<file path="src/rtl/mips_pkg.sv">
// Shared EX-stage definitions: ALU op codes, forward selects,
// multiplier FSM encoding and pipeline register bundles.
package mips_pkg;

  localparam int XLEN = 32;

  localparam logic [3:0] ALU_AND   = 4'b0000;
  localparam logic [3:0] ALU_OR    = 4'b0001;
  localparam logic [3:0] ALU_ADD   = 4'b0010;
  localparam logic [3:0] ALU_XOR   = 4'b0011;
  localparam logic [3:0] ALU_NOR   = 4'b0100;
  localparam logic [3:0] ALU_SLTU  = 4'b0101;
  localparam logic [3:0] ALU_SUB   = 4'b0110;
  localparam logic [3:0] ALU_SLT   = 4'b0111;
  localparam logic [3:0] ALU_MULTU = 4'b1000;
  localparam logic [3:0] ALU_MULT  = 4'b1001;
  localparam logic [3:0] ALU_MFHI  = 4'b1010;
  localparam logic [3:0] ALU_MFLO  = 4'b1011;

  localparam logic [1:0] FWD_REG = 2'b00;
  localparam logic [1:0] FWD_WB  = 2'b01;
  localparam logic [1:0] FWD_MEM = 2'b10;

  localparam logic [1:0] MUL_IDLE = 2'd0;
  localparam logic [1:0] MUL_BUSY = 2'd1;
  localparam logic [1:0] MUL_DONE = 2'd2;

  typedef struct packed {
    logic [XLEN-1:0] rd1;
    logic [XLEN-1:0] rd2;
    logic [4:0]      rs;
    logic [4:0]      rt;
    logic [4:0]      rd;
    logic [XLEN-1:0] imm;
    logic [3:0]      alu_ctl;
    logic            alu_src;
    logic            reg_dst;
    logic            reg_write;
    logic            mem_write;
    logic            mem_to_reg;
  } id_ex_t;

  typedef struct packed {
    logic [XLEN-1:0] alu_out;
    logic [XLEN-1:0] write_data;
    logic [4:0]      write_reg;
    logic            reg_write;
    logic            mem_write;
    logic            mem_to_reg;
  } ex_mem_t;

  function automatic logic is_mul(input logic [3:0] op);
    return (op == ALU_MULT) || (op == ALU_MULTU);
  endfunction

endpackage

</file>
<file path="src/rtl/execute_stage_mul.sv">
// Iterative 32-step shift-add multiplier with HI/LO.
// Signed ops multiply magnitudes and negate the 64-bit product.
module mul_unit
  import mips_pkg::*;
#(
  parameter int WIDTH     = 32,
  parameter int MUL_STEPS = 32
) (
  input  logic             clk,
  input  logic             rst_n,
  input  logic             start,
  input  logic             is_signed,
  input  logic [WIDTH-1:0] a,
  input  logic [WIDTH-1:0] b,
  output logic             busy,
  output logic [WIDTH-1:0] hi,
  output logic [WIDTH-1:0] lo
);

  logic [1:0]         state;
  logic [4:0]         cnt;
  logic [2*WIDTH-1:0] mcand;
  logic [2*WIDTH-1:0] acc;
  logic [2*WIDTH-1:0] acc_nxt;
  logic [2*WIDTH-1:0] res;
  logic [WIDTH-1:0]   mplier;
  logic [WIDTH-1:0]   a_mag;
  logic [WIDTH-1:0]   b_mag;
  logic               neg;

  assign a_mag = (is_signed && a[WIDTH-1]) ? -a : a;
  assign b_mag = (is_signed && b[WIDTH-1]) ? -b : b;

  assign acc_nxt = acc + (mplier[0] ? mcand : '0);
  assign res     = neg ? -acc_nxt : acc_nxt;

  // Releases EX in the DONE cycle so the op leaves on that edge.
  assign busy = start && (state != MUL_DONE);

  always_ff @(posedge clk or negedge rst_n) begin
    if (!rst_n) begin
      state  <= MUL_IDLE;
      cnt    <= '0;
      mcand  <= '0;
      acc    <= '0;
      mplier <= '0;
      neg    <= 1'b0;
      hi     <= '0;
      lo     <= '0;
    end else begin
      case (state)
        MUL_IDLE: begin
          if (start) begin
            mcand  <= {{WIDTH{1'b0}}, a_mag};
            mplier <= b_mag;
            acc    <= '0;
            neg    <= is_signed && (a[WIDTH-1] ^ b[WIDTH-1]);
            cnt    <= '0;
            state  <= MUL_BUSY;
          end
        end
        MUL_BUSY: begin
          acc    <= acc_nxt;
          mcand  <= mcand << 1;
          mplier <= mplier >> 1;
          cnt    <= cnt + 5'd1;
          if (cnt == 5'(MUL_STEPS - 1)) begin
            {hi, lo} <= res;
            state    <= MUL_DONE;
          end
        end
        MUL_DONE: state <= MUL_IDLE;
        default:  state <= MUL_IDLE;
      endcase
    end
  end

endmodule

</file>
<file path="src/rtl/execute_stage.sv">
// MIPS EX stage: ID/EX register, forward muxes, ALU,
// iterative multiplier and EX/MEM register.
module execute_stage
  import mips_pkg::*;
#(
  parameter int WIDTH     = 32,
  parameter int MUL_STEPS = 32
) (
  input  logic             clk,
  input  logic             rst_n,
  input  logic             FlushE,
  input  logic [WIDTH-1:0] RD1D,
  input  logic [WIDTH-1:0] RD2D,
  input  logic [4:0]       RsD,
  input  logic [4:0]       RtD,
  input  logic [4:0]       RdD,
  input  logic [WIDTH-1:0] SignImmD,
  input  logic [3:0]       ALUControlD,
  input  logic             ALUSrcD,
  input  logic             RegDstD,
  input  logic             RegWriteD,
  input  logic             MemWriteD,
  input  logic             MemtoRegD,
  input  logic [1:0]       ForwardAE,
  input  logic [1:0]       ForwardBE,
  input  logic [WIDTH-1:0] ResultW,
  output logic [4:0]       RsE,
  output logic [4:0]       RtE,
  output logic [4:0]       WriteRegE,
  output logic             RegWriteE,
  output logic             MemtoRegE,
  output logic             MulBusyE,
  output logic [WIDTH-1:0] ALUOutM,
  output logic [WIDTH-1:0] WriteDataM,
  output logic [4:0]       WriteRegM,
  output logic             RegWriteM,
  output logic             MemWriteM,
  output logic             MemtoRegM
);

  id_ex_t  ex;
  id_ex_t  ex_d;
  ex_mem_t mem;
  ex_mem_t mem_d;

  logic [WIDTH-1:0] src_a;
  logic [WIDTH-1:0] src_b;
  logic [WIDTH-1:0] wdata;
  logic [WIDTH-1:0] alu_y;
  logic [WIDTH-1:0] hi;
  logic [WIDTH-1:0] lo;

  always_comb begin
    ex_d            = '0;
    ex_d.rd1        = RD1D;
    ex_d.rd2        = RD2D;
    ex_d.rs         = RsD;
    ex_d.rt         = RtD;
    ex_d.rd         = RdD;
    ex_d.imm        = SignImmD;
    ex_d.alu_ctl    = ALUControlD;
    ex_d.alu_src    = ALUSrcD;
    ex_d.reg_dst    = RegDstD;
    ex_d.reg_write  = RegWriteD;
    ex_d.mem_write  = MemWriteD;
    ex_d.mem_to_reg = MemtoRegD;
  end

  // A running multiply is never killed by a flush.
  always_ff @(posedge clk or negedge rst_n) begin
    if (!rst_n) begin
      ex <= '0;
    end else if (!MulBusyE) begin
      if (FlushE) ex <= '0;
      else        ex <= ex_d;
    end
  end

  always_comb begin
    src_a = ex.rd1;
    unique case (1'b1)
      (ForwardAE == FWD_WB):  src_a = ResultW;
      (ForwardAE == FWD_MEM): src_a = ALUOutM;
      default:                src_a = ex.rd1;
    endcase
  end

  always_comb begin
    wdata = ex.rd2;
    unique case (1'b1)
      (ForwardBE == FWD_WB):  wdata = ResultW;
      (ForwardBE == FWD_MEM): wdata = ALUOutM;
      default:                wdata = ex.rd2;
    endcase
  end

  assign src_b = ex.alu_src ? ex.imm : wdata;

  always_comb begin
    alu_y = '0;
    case (ex.alu_ctl)
      ALU_AND:  alu_y = src_a & src_b;
      ALU_OR:   alu_y = src_a | src_b;
      ALU_ADD:  alu_y = src_a + src_b;
      ALU_XOR:  alu_y = src_a ^ src_b;
      ALU_NOR:  alu_y = ~(src_a | src_b);
      ALU_SLTU: alu_y = {{(WIDTH-1){1'b0}}, src_a < src_b};
      ALU_SUB:  alu_y = src_a - src_b;
      ALU_SLT:  alu_y = {{(WIDTH-1){1'b0}},
                         $signed(src_a) < $signed(src_b)};
      ALU_MFHI: alu_y = hi;
      ALU_MFLO: alu_y = lo;
      default:  alu_y = '0;
    endcase
  end

  mul_unit #(
    .WIDTH     (WIDTH),
    .MUL_STEPS (MUL_STEPS)
  ) u_mul (
    .clk       (clk),
    .rst_n     (rst_n),
    .start     (is_mul(ex.alu_ctl)),
    .is_signed (ex.alu_ctl == ALU_MULT),
    .a         (src_a),
    .b         (wdata),
    .busy      (MulBusyE),
    .hi        (hi),
    .lo        (lo)
  );

  assign RsE       = ex.rs;
  assign RtE       = ex.rt;
  assign WriteRegE = ex.reg_dst ? ex.rd : ex.rt;
  assign RegWriteE = ex.reg_write;
  assign MemtoRegE = ex.mem_to_reg;

  always_comb begin
    mem_d            = '0;
    mem_d.alu_out    = alu_y;
    mem_d.write_data = wdata;
    mem_d.write_reg  = WriteRegE;
    mem_d.reg_write  = ex.reg_write;
    mem_d.mem_write  = ex.mem_write;
    mem_d.mem_to_reg = ex.mem_to_reg;
  end

  always_ff @(posedge clk or negedge rst_n) begin
    if (!rst_n)        mem <= '0;
    else if (MulBusyE) mem <= '0;
    else               mem <= mem_d;
  end

  assign ALUOutM    = mem.alu_out;
  assign WriteDataM = mem.write_data;
  assign WriteRegM  = mem.write_reg;
  assign RegWriteM  = mem.reg_write;
  assign MemWriteM  = mem.mem_write;
  assign MemtoRegM  = mem.mem_to_reg;

endmodule
</file>
<file path="config.mk">
export PLATFORM = sky130hd
export DESIGN_NAME = execute_stage
export DESIGN_NICKNAME = d
export VERILOG_FILES = /design/src/rtl/mips_pkg.sv /design/src/rtl/execute_stage_mul.sv /design/src/rtl/execute_stage.sv
export SDC_FILE = /design/constraint.sdc
export NUM_CORES = 1
export LEC_CHECK = 0
export BUFFER_PORTS_ARGS = -buffer_cell sky130_fd_sc_hd__buf_2
export CORE_UTILIZATION = 45
export DETAILED_ROUTE_END_ITERATION = 12
export PLACE_DENSITY = 0.68
export SYNTH_ARGS = -nofsm -noshare
export SYNTH_HDL_FRONTEND = slang
export SYNTH_SLANG_ARGS = --single-unit
</file>
<file path="constraint.sdc">
create_clock -name clk -period 5.8 [get_ports clk]
set_clock_uncertainty 0.15 [all_clocks]
set_input_delay 0.58 -clock clk [delete_from_list [all_inputs] [get_ports clk]]
set_output_delay 0.58 -clock clk [all_outputs]
set_load 0.02 [all_outputs]
</file>
# --- Word level (Yosys, flattened, before mapping) ---
# Cells that the tools add are included.
op_classes:
  n_reduce_logical: 12
  order_cmp: 2
  add_sub_neg: 7
  n_bitwise: 5
  eq_ne: 20
  muxes: 22
op_table:
  columns: ["op", "count"]
  rows:
  - ["32-bit one-hot mux with 10 select lines", 1]
  - ["64-bit 2-to-1 mux", 4]
  - ["64-bit one-hot mux with 2 select lines", 2]
  - ["32-bit one-hot mux with 2 select lines", 3]
  - ["32-bit 2-to-1 mux", 4]
  - ["120-bit 2-to-1 mux", 1]
  - ["72-bit 2-to-1 mux", 1]
  - ["64-bit adder", 1]
  - ["32-bit < comparator", 2]
  - ["32-bit negator", 2]
  - ["64-bit negator", 1]
  - ["32-bit adder", 1]
  - ["32-bit AND", 1]
  - ["32-bit NOT", 1]
  - ["32-bit bitwise OR", 1]
  - ["32-bit subtractor", 1]
  - ["32-bit XOR", 1]
  - ["4-bit by 3-bit == test with 1-bit output, second input constant", 4]
  - ["4-bit == test, second input constant", 4]
  - ["5-bit 2-to-1 mux", 2]
  - ["5-bit one-hot mux with 2 select lines", 1]
  - ["4-bit by 2-bit == test with 1-bit output, second input constant", 2]
  - ["2-bit AND reduction", 4]
  - ["2-bit by 1-bit == test with 1-bit output, second input constant", 3]
  - ["other kinds (14)", 20]
totals:
  register_bits: 424
  output_inout_bits: 90
  input_bits: 159
  word_cells: 94

# --- Longest topological paths before layout ---
# Gate-level depths: netlist of run 1.
depth:
  depth_word: 7
  ltp_mapped: 23
  mapped_depth_nobuf: 20

# --- By module ---
# From an unflattened synthesis of run 1, not the netlist that was laid out.
hier_totals:
  hier_cells: 3691
  area_unflattened_um2: 30733.2
modules_own_cells:
  columns: ["mod", "cells_per_inst", "instances", "area_each_um2", "seq_area_each_um2"]
  rows:
  - ["mul_unit", 2059, 1, 16739.8, 5805.6]
  - ["execute_stage", 1632, 1, 13993.4, 4804.6]

# --- Worst setup path before layout of run 1 ---
# OpenSTA, ideal clock, no wires.
synth_path:
  kind: "input-to-reg"
  from: "input ForwardBE[0]"
  to: "register mem, in the netlist ALUOutM[28]"
  t_arrival_ns: 5.248
  required_time_ns: 5.517
  setup_slack_ns: 0.269
  path_stages: 21
  setup_ns: 0.133
  n_path_buf: 2
  cell_sequence: "inv_1 -> ha_1 -> clkbuf_1 -> buf_1 -> nor2_1 -> a21oi_1 -> o21ai_0 -> ha_1 -> fa_1 -> a21o_1 -> a21oi_1 -> nor2_1 -> o41a_1 -> a31oi_1 -> a311oi_1 -> o311a_1 -> a311o_1 -> a31oi_1 -> nor2_1 -> a2111oi_0 -> nor2_1"
synth_via:
  elab_chain_cells: 7
  elab_cells_between_ends: 12
  classes_between: "add/sub (2); eq/ne (2); mux (4); bitwise (4)"
synth_lines:
  columns: ["element", "line", "rtl"]
  rows:
  - ["from (decl)", "execute_stage.sv:25", "input logic [1:0] ForwardBE,"]
  - ["2-bit == test / 2-bit by 1-bit == test with 1-bit output (equally long branches)", "execute_stage.sv:92, execute_stage.sv:91", null]
  - ["32-bit one-hot mux with 2 select lines (*)", "execute_stage.sv:90", "unique case (1'b1)"]
  - ["32-bit 2-to-1 mux (*)", "execute_stage.sv:97", "assign src_b = ex.alu_src ? ex.imm : wdata;"]
  - ["branches (longest 2 deep; another with 32-bit subtractor)", null, null]
  - ["32-bit one-hot mux with 10 select lines (*)", "execute_stage.sv:101", "case (ex.alu_ctl)"]
  - ["72-bit 2-to-1 mux (*)", "execute_stage.sv:150", "else if (MulBusyE) mem <= '0;"]
  - ["to (signal assigned)", "execute_stage.sv:151", "else mem <= mem_d;"]
  - ["to (decl)", "execute_stage.sv:43", "ex_mem_t mem;"]
# Every way passes the cells marked *.
# A chain may end at the register's enable or synchronous reset.

# --- Worst setup path after layout of run 1 ---
layout_path:
  from: "register u_mul.mplier[0]"
  to: "register u_mul.hi[4]"
layout_via:
  elab_chain_cells: 4
layout_lines:
  columns: ["element", "line", "rtl"]
  rows:
  - ["from (decl)", "execute_stage_mul.sv:26", "logic [WIDTH-1:0] mplier;"]
  - ["from (signal assigned)", "execute_stage_mul.sv:55", "mplier <= b_mag;"]
  - ["from (signal assigned)", "execute_stage_mul.sv:65", "mplier <= mplier >> 1;"]
  - ["64-bit 2-to-1 mux (*)", "execute_stage_mul.sv:34", "assign acc_nxt = acc + (mplier[0] ? mcand : '0);"]
  - ["64-bit adder (*)", "execute_stage_mul.sv:34", null]
  - ["64-bit negator", "execute_stage_mul.sv:35", "assign res = neg ? -acc_nxt : acc_nxt;"]
  - ["64-bit 2-to-1 mux (*)", "execute_stage_mul.sv:35", null]
  - ["to (signal assigned)", "execute_stage_mul.sv:68", "{hi, lo} <= res;"]
  - ["to (decl)", "execute_stage_mul.sv:16", "output logic [WIDTH-1:0] hi,"]
# Mark *: on every way between the ends. The rest lies on a longest branch, timed or not.

==> results of run 1 <==
[per-layer routing]
layer  up-vias  global-route usage [%]  share of wire [%]  wire length [um]
li1      13380                       -                  -                 -
met1     14102                    44.3                 43             46700
met2      1246                    48.7                 46             49200
met3       200                    4.65                7.8              8460
met4         2                    10.7                3.4              3670
met5         -                       0              0.012                13
[per-stage QoR]
stage / worst slack [ps] / utilization, %
6_report: 405 / 52.4
5_1_grt: 90.6 / 52.4
4_1_cts: 529 / 52.4
3_5_place_dp: 259 / 49.6
3_3_place_gp: 286 / 49.6
2_1_floorplan: 269 / -
[cell usage in the layout, fill, tap and decap left out, drive strengths merged, types with 11 or more instances in the layout]
cell type	Yosys	layout
xnor2	101	101
a22oi	146	146
a211oi	20	20
xor2	64	64
o21bai	34	34
or2	16	16
o21a	29	29
a221o	26	26
o211ai	18	18
nor3	48	48
nor2b	14	14
nand2	538	538
a21o	45	45
o22ai	19	19
o31ai	28	28
nand2b	28	28
o41ai	15	15
a221oi	17	17
inv	115	119
clkbuf	211	60
a31oi	32	32
o21ai	426	426
nand3	97	97
or3	20	20
a22o	76	76
and2	87	87
bufinv	0	11
ha	171	171
nor4	18	18
dfrtp	424	424
nor2	251	251
o2111ai	14	14
and3	22	22
nand4	37	37
clkinv	2	14
a21oi	227	227
buf	35	374
[cell type report]
class,instances,share of cell area [%]
multi-input cells,2832,52.3
well taps,855,3.15
repair buffers,375,6.68
clock buffers,60,3.94
inverters,117,1.31
clock inverters,29,1.31
flip-flops and latches,424,31.3
diodes,4,0.0295
[worst max-delay path: cells and delay by family (launching register included)]
kind,cells,cell delay [ps]
compound gates,6,1590
simple gates,5,1740
xor+xnor,2,750
flops,1,390
buf+inv,1,190
fa+ha+maj,1,420
[sequential cells by signal (all words and copies together) (netlist names)]
| name | cells |
|---|---|
| ex | 108 |
| u_mul.acc | 64 |
| u_mul.mcand | 64 |
| ALUOutM | 32 |
| WriteDataM | 32 |
| u_mul.hi | 32 |
| u_mul.lo | 32 |
| u_mul.mplier | 32 |
| RsE | 5 |
| RtE | 5 |
| WriteRegM | 5 |
| u_mul.cnt | 5 |
| u_mul.state | 2 |
| MemWriteM | 1 |
| MemtoRegE | 1 |
| MemtoRegM | 1 |
| RegWriteE | 1 |
| RegWriteM | 1 |
| u_mul.neg | 1 |
[power by group]
| part | switching [mW] | leakage [nW] | internal (mW) | total, mW |
|---|---|---|---|---|
| Clock | 1.33 | 0.880 | 2.13 | 3.46 |
| Combinational | 4.57 | 9.11 | 2.56 | 7.12 |
| Sequential | 0.766 | 5.56 | 3.84 | 4.61 |
| Total | 6.67 | 15.5 | 8.52 | 15.2 |
[worst paths after layout]
path / to / slack (ps) / cells past startpoint
worst min-delay path: ex[8] / 50 / 2
worst max-delay path: u_mul.hi[4] / 410 / 15
worst min register to register: ex[42] / 320 / 2
worst max register to register: u_mul.hi[4] / 410 / 15
min in group asynchronous: u_mul.acc[51] / 410 / 2
max in group asynchronous: ex[22] / 3660 / 3
[cell families (layout without fill, tap and decap cells)]
family,count (synthesis),after routing
other,0,4
xor gates and xnor gates,165,165
muxes,17,17
DFF,424,424
AOI/OAI and AO/OA,1260,1260
and+or+nand+nor,1216,1216
buffers and inverters,363,581
adders and majority gates,174,174
==> out/metrics.yaml, run 1 <==
run_status: "completed"
die_w_um: 259
report.final.setup_viol: 0
global_route.overflow_total: 0
synth_simple_gate_area_share_pct: 18.9
grt_pass1_vias: 26608
floorplan.die_area_mm2: 0.0671
track_usage_pct: 31.3
clock_sink_count: 424
critical_path_start_type: "register"
design.portCount: 249
yosysWarningCount: 0
drive_gt1_share_pct: 14.2
cts-hold-fix-buffers: 1
power_per_cell_area_mw_per_mm2: 447
timing.hold.ws_ps: 53.8
core-area_mm2: 0.0648
critical_path.startpoint: "u_mul.mplier[0]"
synth.cells.most_frequent: "nand2_1, dfrtp_1, o21ai_0, nor2_1, a21oi_1"
route.detailed.wl_per_inst_um: 23.0
critical_path_class: "register to register"
clkSlewWorstSetupHoldPaths_ps: 60
max_freq_mhz: 185
number_of_distinct_library_cells_after_synthesis: 100
synth_top_area_cell: "dfrtp_1"
finalSetupTns_ps: 0
hold_start: "ALUControlD[3]"
vias: 28930
initial_antenna_violation_count: 6
dp.final_hpwl_mm: 80.6
finalNonFillerCells: 4696
worst_setup_path_end_kind: "register"
synthesis.area_mm2: 0.0297
synth.top_cell.area_share_pct: 35.7
mux_contribution_to_synthesized_area_pct: 0.615
synth-seq-cells: 424
routed_wirelength_mm: 108
critPathMaxFanout: 16
synthXorXnorAreaFrac_pct: 4.86
netlist_top_cells_area: "dfrtp_1, ha_1, nand2_1"
post_synth_inst_count: 3619
vdd.ir_drop.worst_v: 0.000281
compound_cell_area_share_of_the_yosys_netlist_pct: 27.8
vias_per_cell: 6.16
antenna_violating_nets_post_route: 0
place_congestion: 0.983
drc: 0
postSynthAreaPerCell_um2: 8.21
grt_pass1_wl_mm: 163
cts_made_buffers: 48
path_cells: "buf_4, and2_1, ha_1, a211oi_2, o21ai_1, a21boi_1, nand3_1, a31oi_1, xor2_1, nand3_1, or4_1, or4b_1, o41ai_2, xor2_1, o21ai_1"
timing.max_slew.rel_slack_pct: 30.6
layout.filler_cells: 6203
detailedRoute.firstPassIterationCount: 8
synth_enable_flop_cells: 0
critical_path_required_ps: 6090
final.min_clock_period_ps: 5390
critPathSlowestCell: "or4b_1"
final-max-slew-violation-count: 0
cts.root.buffer_cell: "clkbuf_16"
clock_path_buffers: 3
worst_path_largest_cell_delay_ps: 640
total_power_mw: 15.2
dp.cells: 4602
placement.io_buffers: 248
cts.htree.levels: 2
tritoncts: "yes"
dr.first_iter.drc_count: 2993
die-height_um: 259
max_cap_viol_count: 0
largest_family_of_logic_cells_by_synthesized_area: "compound AO/OA/AOI/OAI gates"
rsz0062_at_grt: "no"
hold_path_class: "primary input to register"
hold_viol_final: 0
rr_startpoint: "u_mul.mplier[0]"
worst_pin_slew_ps: 1040
post_synth_fa_ha_maj_area_fraction_pct: 7.40
synth_top_flop_cell: "dfrtp_1"
largest_net_degree_at_the_start_of_global_routing: 141
arrival_worst_endpoint_ps: 5680
p_leak_nw: 15.5
layout.area.seq_mm2: 0.0106
placement.cell_area_mm2: 0.0322
final_net_count: 4131
stdcell_area_mm2: 0.0340
multi_input_area_mm2: 0.0178
cts-resized-gates: 0
postSynthNetCount: 3952
final_cycle_utilization_of_the_critical_path_pct: 93.0
synth-async-reset-ratio_pct: 100
worst_skew_pair.late_latency_ps: 620
num_rows: 93
synth_seq_area_share_pct: 35.7
layout-area-overhead-vs-synth_pct: 14.3
post-cts-setup-buffers: 0
initial_core_util_pct: 45.8
most_instantiated_library_cell_after_synthesis: "nand2_1"
Power figures use the tool's default switching activity.
==> inputs of run 2 (changes only) <==
- SYNTH_HIERARCHICAL: unset -> 1
==> run 2 against run 1 <==
  * Global-route usage increased by 2.9 points
  * Via count is 5.8% higher
  * Die area increased by 3.4%
  * Sequential power shrank 8.0%
  * Routed wire length increased by 12%
  * Critical path depth is the same
  * Clock-buffer cell count up 5
  * Combinational power shrank 14%
  * Cell area is 3.8% higher
  * Worst hold slack lost 34 ps
  * Largest power group unchanged
==> out/metrics.yaml, run 2 <==
clkSlewWorstSetupHoldPaths_ps: 70  # about the same
place_congestion: 1.03  # +5.2%
num_rows: 95  # +2.2%
die-height_um: 263  # +1.7%
vias_per_cell: 6.35  # +3.0%
clock_path_buffers: 3  # unchanged
global_route.usage.met3_pct: 5.16  # +0.52 points
core-area_mm2: 0.0674  # +4.0%
worst_path_largest_cell_delay_ps: 830  # +190 ps
cts.root.buffer_cell: "clkbuf_16"
synth_seq_area_share_pct: 34.5  # -1.2 points
cts.htree.levels: 2  # unchanged
antenna_violating_nets_post_route: 0  # unchanged
routed_wirelength_mm: 121  # +12%
power_per_cell_area_mw_per_mm2: 389  # -13%
synth-async-reset-ratio_pct: 100  # unchanged
synth-seq-cells: 424  # unchanged
regMostFlops: "ex"
worst_pin_slew_ps: 1170  # +132 ps
hold_viol_final: 0  # unchanged
floorplan.die_area_mm2: 0.0693  # +3.4%
yosysWarningCount: 6  # +6
critical_path_start_type: "register"
critical_path_required_ps: 6130  # +40 ps
synth.top_cell.area_share_pct: 34.5  # -1.2 points
finalNonFillerCells: 4821  # +2.7%
reg_top3: "ex (108), u_mul/acc (64), u_mul/mcand (64)"
postSynthAreaPerCell_um2: 8.33  # +1.4%
netlist_top_cells_area: "dfrtp_1, ha_1, o21ai_0"
final_net_count: 4249  # +2.9%
max_freq_mhz: 180  # -2.7%
postSynthNetCount: 4032  # +2.0%
global_route.overflow_total: 0  # unchanged
rr_startpoint: "u_mul/mplier[0]"
vias: 30599  # +5.8%
critical_path_class: "register to register"
report.final.setup_viol: 0  # unchanged
track_usage_pct: 34.2  # +2.9 points
die_w_um: 263  # +1.7%
final_cycle_utilization_of_the_critical_path_pct: 95.6  # +2.6 points
layout-area-overhead-vs-synth_pct: 14.7
most_instantiated_library_cell_after_synthesis: "nand2_1"
path_cells: "buf_4, and2_1, ha_1, a21oi_1, o21ai_0, a21boi_0, o211ai_1, a32oi_1, a2111oi_0, nand4_1, or3_4, or4b_4, o41ai_2, xor2_1, o21ai_1"
vdd.ir_drop.worst_v: 0.000298  # +5.9%
max_cap_viol_count: 0  # unchanged
synth_enable_flop_cells: 0  # unchanged
critical_path.startpoint: "u_mul/mplier[0]"
synth.cells.most_frequent: "nand2_1, dfrtp_1, o21ai_0, nor2_1, a21oi_1"
grt_pass1_wl_mm: 182  # +12%
use_met1_pct: 47.9  # +3.5 points
p_leak_nw: 16.1  # +3.2%
worst_skew_pair.late_latency_ps: 640  # +20 ps
synth_top_area_cell: "dfrtp_1"
drive_gt1_share_pct: 14.8  # +0.64 points
arrival_worst_endpoint_ps: 5880  # +200 ps
detailedRoute.firstPassIterationCount: 8  # unchanged
mostFrequentLayoutCell: "nand2_1"
postLayoutCoreUtil_pct: 52.3  # -0.095 points
layout.filler_cells: 6415  # +3.4%
initial_core_util_pct: 45.6  # -0.24 points
initial_antenna_violation_count: 2  # -4
critPathMaxFanout: 30  # +14
crit-reg2reg-capture: "u_mul/hi[29]"
grt_pass1_vias: 28561  # +7.3%
postLayoutSetupSlackWorst_ps: 253  # -152 ps
tritoncts: "yes"
critPathSlowestCell: "a2111oi_0"
cp-endpoint: "u_mul/hi[29]"
hold_path_class: "primary input to register"
worst_setup_path_end_kind: "register"
drc: 0  # unchanged
number_of_distinct_library_cells_after_synthesis: 115  # +15%
rsz0062_at_grt: "no"
cts_made_buffers: 48  # unchanged
dp.cells: 4706  # +2.3%
ff2ff_setup_slack_ps: 250  # -150 ps
gr-max-usage-layer: "met2"
synthesis.area_mm2: 0.0307  # +3.4%
largest_net_degree_at_the_start_of_global_routing: 164  # +16%
reg2reg_depth: 15  # unchanged
largest_register_ffs: 108  # unchanged
post-cts-setup-buffers: 0  # unchanged
placement.io_buffers: 248  # unchanged
timing.max_slew.rel_slack_pct: 21.7  # -8.8 points
final.min_clock_period_ps: 5550  # +152 ps
final-max-slew-violation-count: 0  # unchanged
synth_top_flop_cell: "dfrtp_1"
run_status: "completed"
route.detailed.wl_per_inst_um: 25.2  # +9.4%
layout.cells.most_common_list: "nand2_1, dfrtp_1, o21ai_0, nor2_1, buf_2"
post_placement_setup_slack_ps: -69.2  # -328 ps
global_routing_met2_resource_utilization_pct: 52.1  # +3.3 points
post_synth_inst_count: 3691  # +2.0%
dr.first_iter.drc_count: 3486  # +16%
dp.final_hpwl_mm: 92.8  # +15%
clock_sink_count: 424  # unchanged
design.portCount: 249  # unchanged
==> run 2: cell count changes after synthesis, moves of 20 or more <==
cell	previous run	this run
nand2_1	536	435
nand4_1	35	56
nor4_1	15	36
nor2_1	251	271
xor2_1	64	90
o21ai_0	396	357
a22o_1	76	129
inv_1	114	156
==> run 2: cell families after synthesis <==
family | Yosys count | share of synthesized area (%)
flip-flops | 424 | 34.5
buffers and inverters | 411 | 5.32
AND/OR/NAND/NOR | 1198 | 18.4
AO/OA/AOI/OAI | 1287 | 28.7
adder cells (fa/ha/maj) | 182 | 7.48
multiplexers | 13 | 0.448
XOR/XNOR | 176 | 5.06
==> run 2: worst max-delay path: cells and delay by family (launching register included) <==
| family | cells | cell delay [ps] |
|---|---|---|
| flops | 1 | 400 |
| fa+ha+maj | 1 | 420 |
| xor+xnor | 1 | 170 |
| buf+inv | 1 | 240 |
| compound gates | 8 | 2590 |
| simple gates | 4 | 1480 |
==> run 2: worst min-delay path by stage <==
stage          cells after the start           end          from
6_report                           2        ex[20]  SignImmD[11]
5_1_grt                            2        ex[36]  SignImmD[27]
4_1_cts                            2       ex[116]      RD1D[28]
3_5_place_dp                       2  u_mul/lo[14]  u_mul/lo[14]
3_3_place_gp                       2  u_mul/lo[28]  u_mul/lo[28]
2_1_floorplan                      0    ALUOutM[0]         rst_n
==> run 2: layout make-up <==
type	count	area (um^2)	area share (%)
flip-flops and latches	424	10600	30.1
clock buffers	65	1370	3.87
clock inverters	24	339	0.962
well taps	873	1090	3.10
repair buffers	420	2660	7.53
inverters	158	593	1.68
diodes	1	2.50	0.00710
multi-input cells	2856	18600	52.7
==> run 2: layer usage <==
metal | part of all wire [%] | vias up
met2 | 44 | 1612
li1 | - | 13839
met4 | 5.1 | 2
met3 | 8.6 | 253
met1 | 43 | 14893
met5 | 0.011 | -
==> run 2: power breakdown <==
group | internal [mW] | switching, mW
Clock | 1.94 | 1.38
Sequential | 3.63 | 0.611
Combinational | 2.07 | 4.08
Total | 7.63 | 6.08
==> run 2: what timing repair did <==
item,CTS,global route
hold buffers,25,0
setup endpoints to repair,0,2
gates resized for setup,0,1
endpoints found under the hold margin,122,0
==> run 2: through the flow <==
step / hold slack (ps) / area (um^2) / power [mW] / setup TNS, ps
floorplan: 134 / 30700 / 7.95 / 0
detailed placement: 320 / 33300 / 10.2 / -133
global placement: 312 / 33300 / 10.2 / -262
global route: 15.1 / 35200 / 14.4 / 0
finish: 20.1 / 35200 / 13.7 / 0
CTS: 0.963 / 35200 / 13.6 / 0
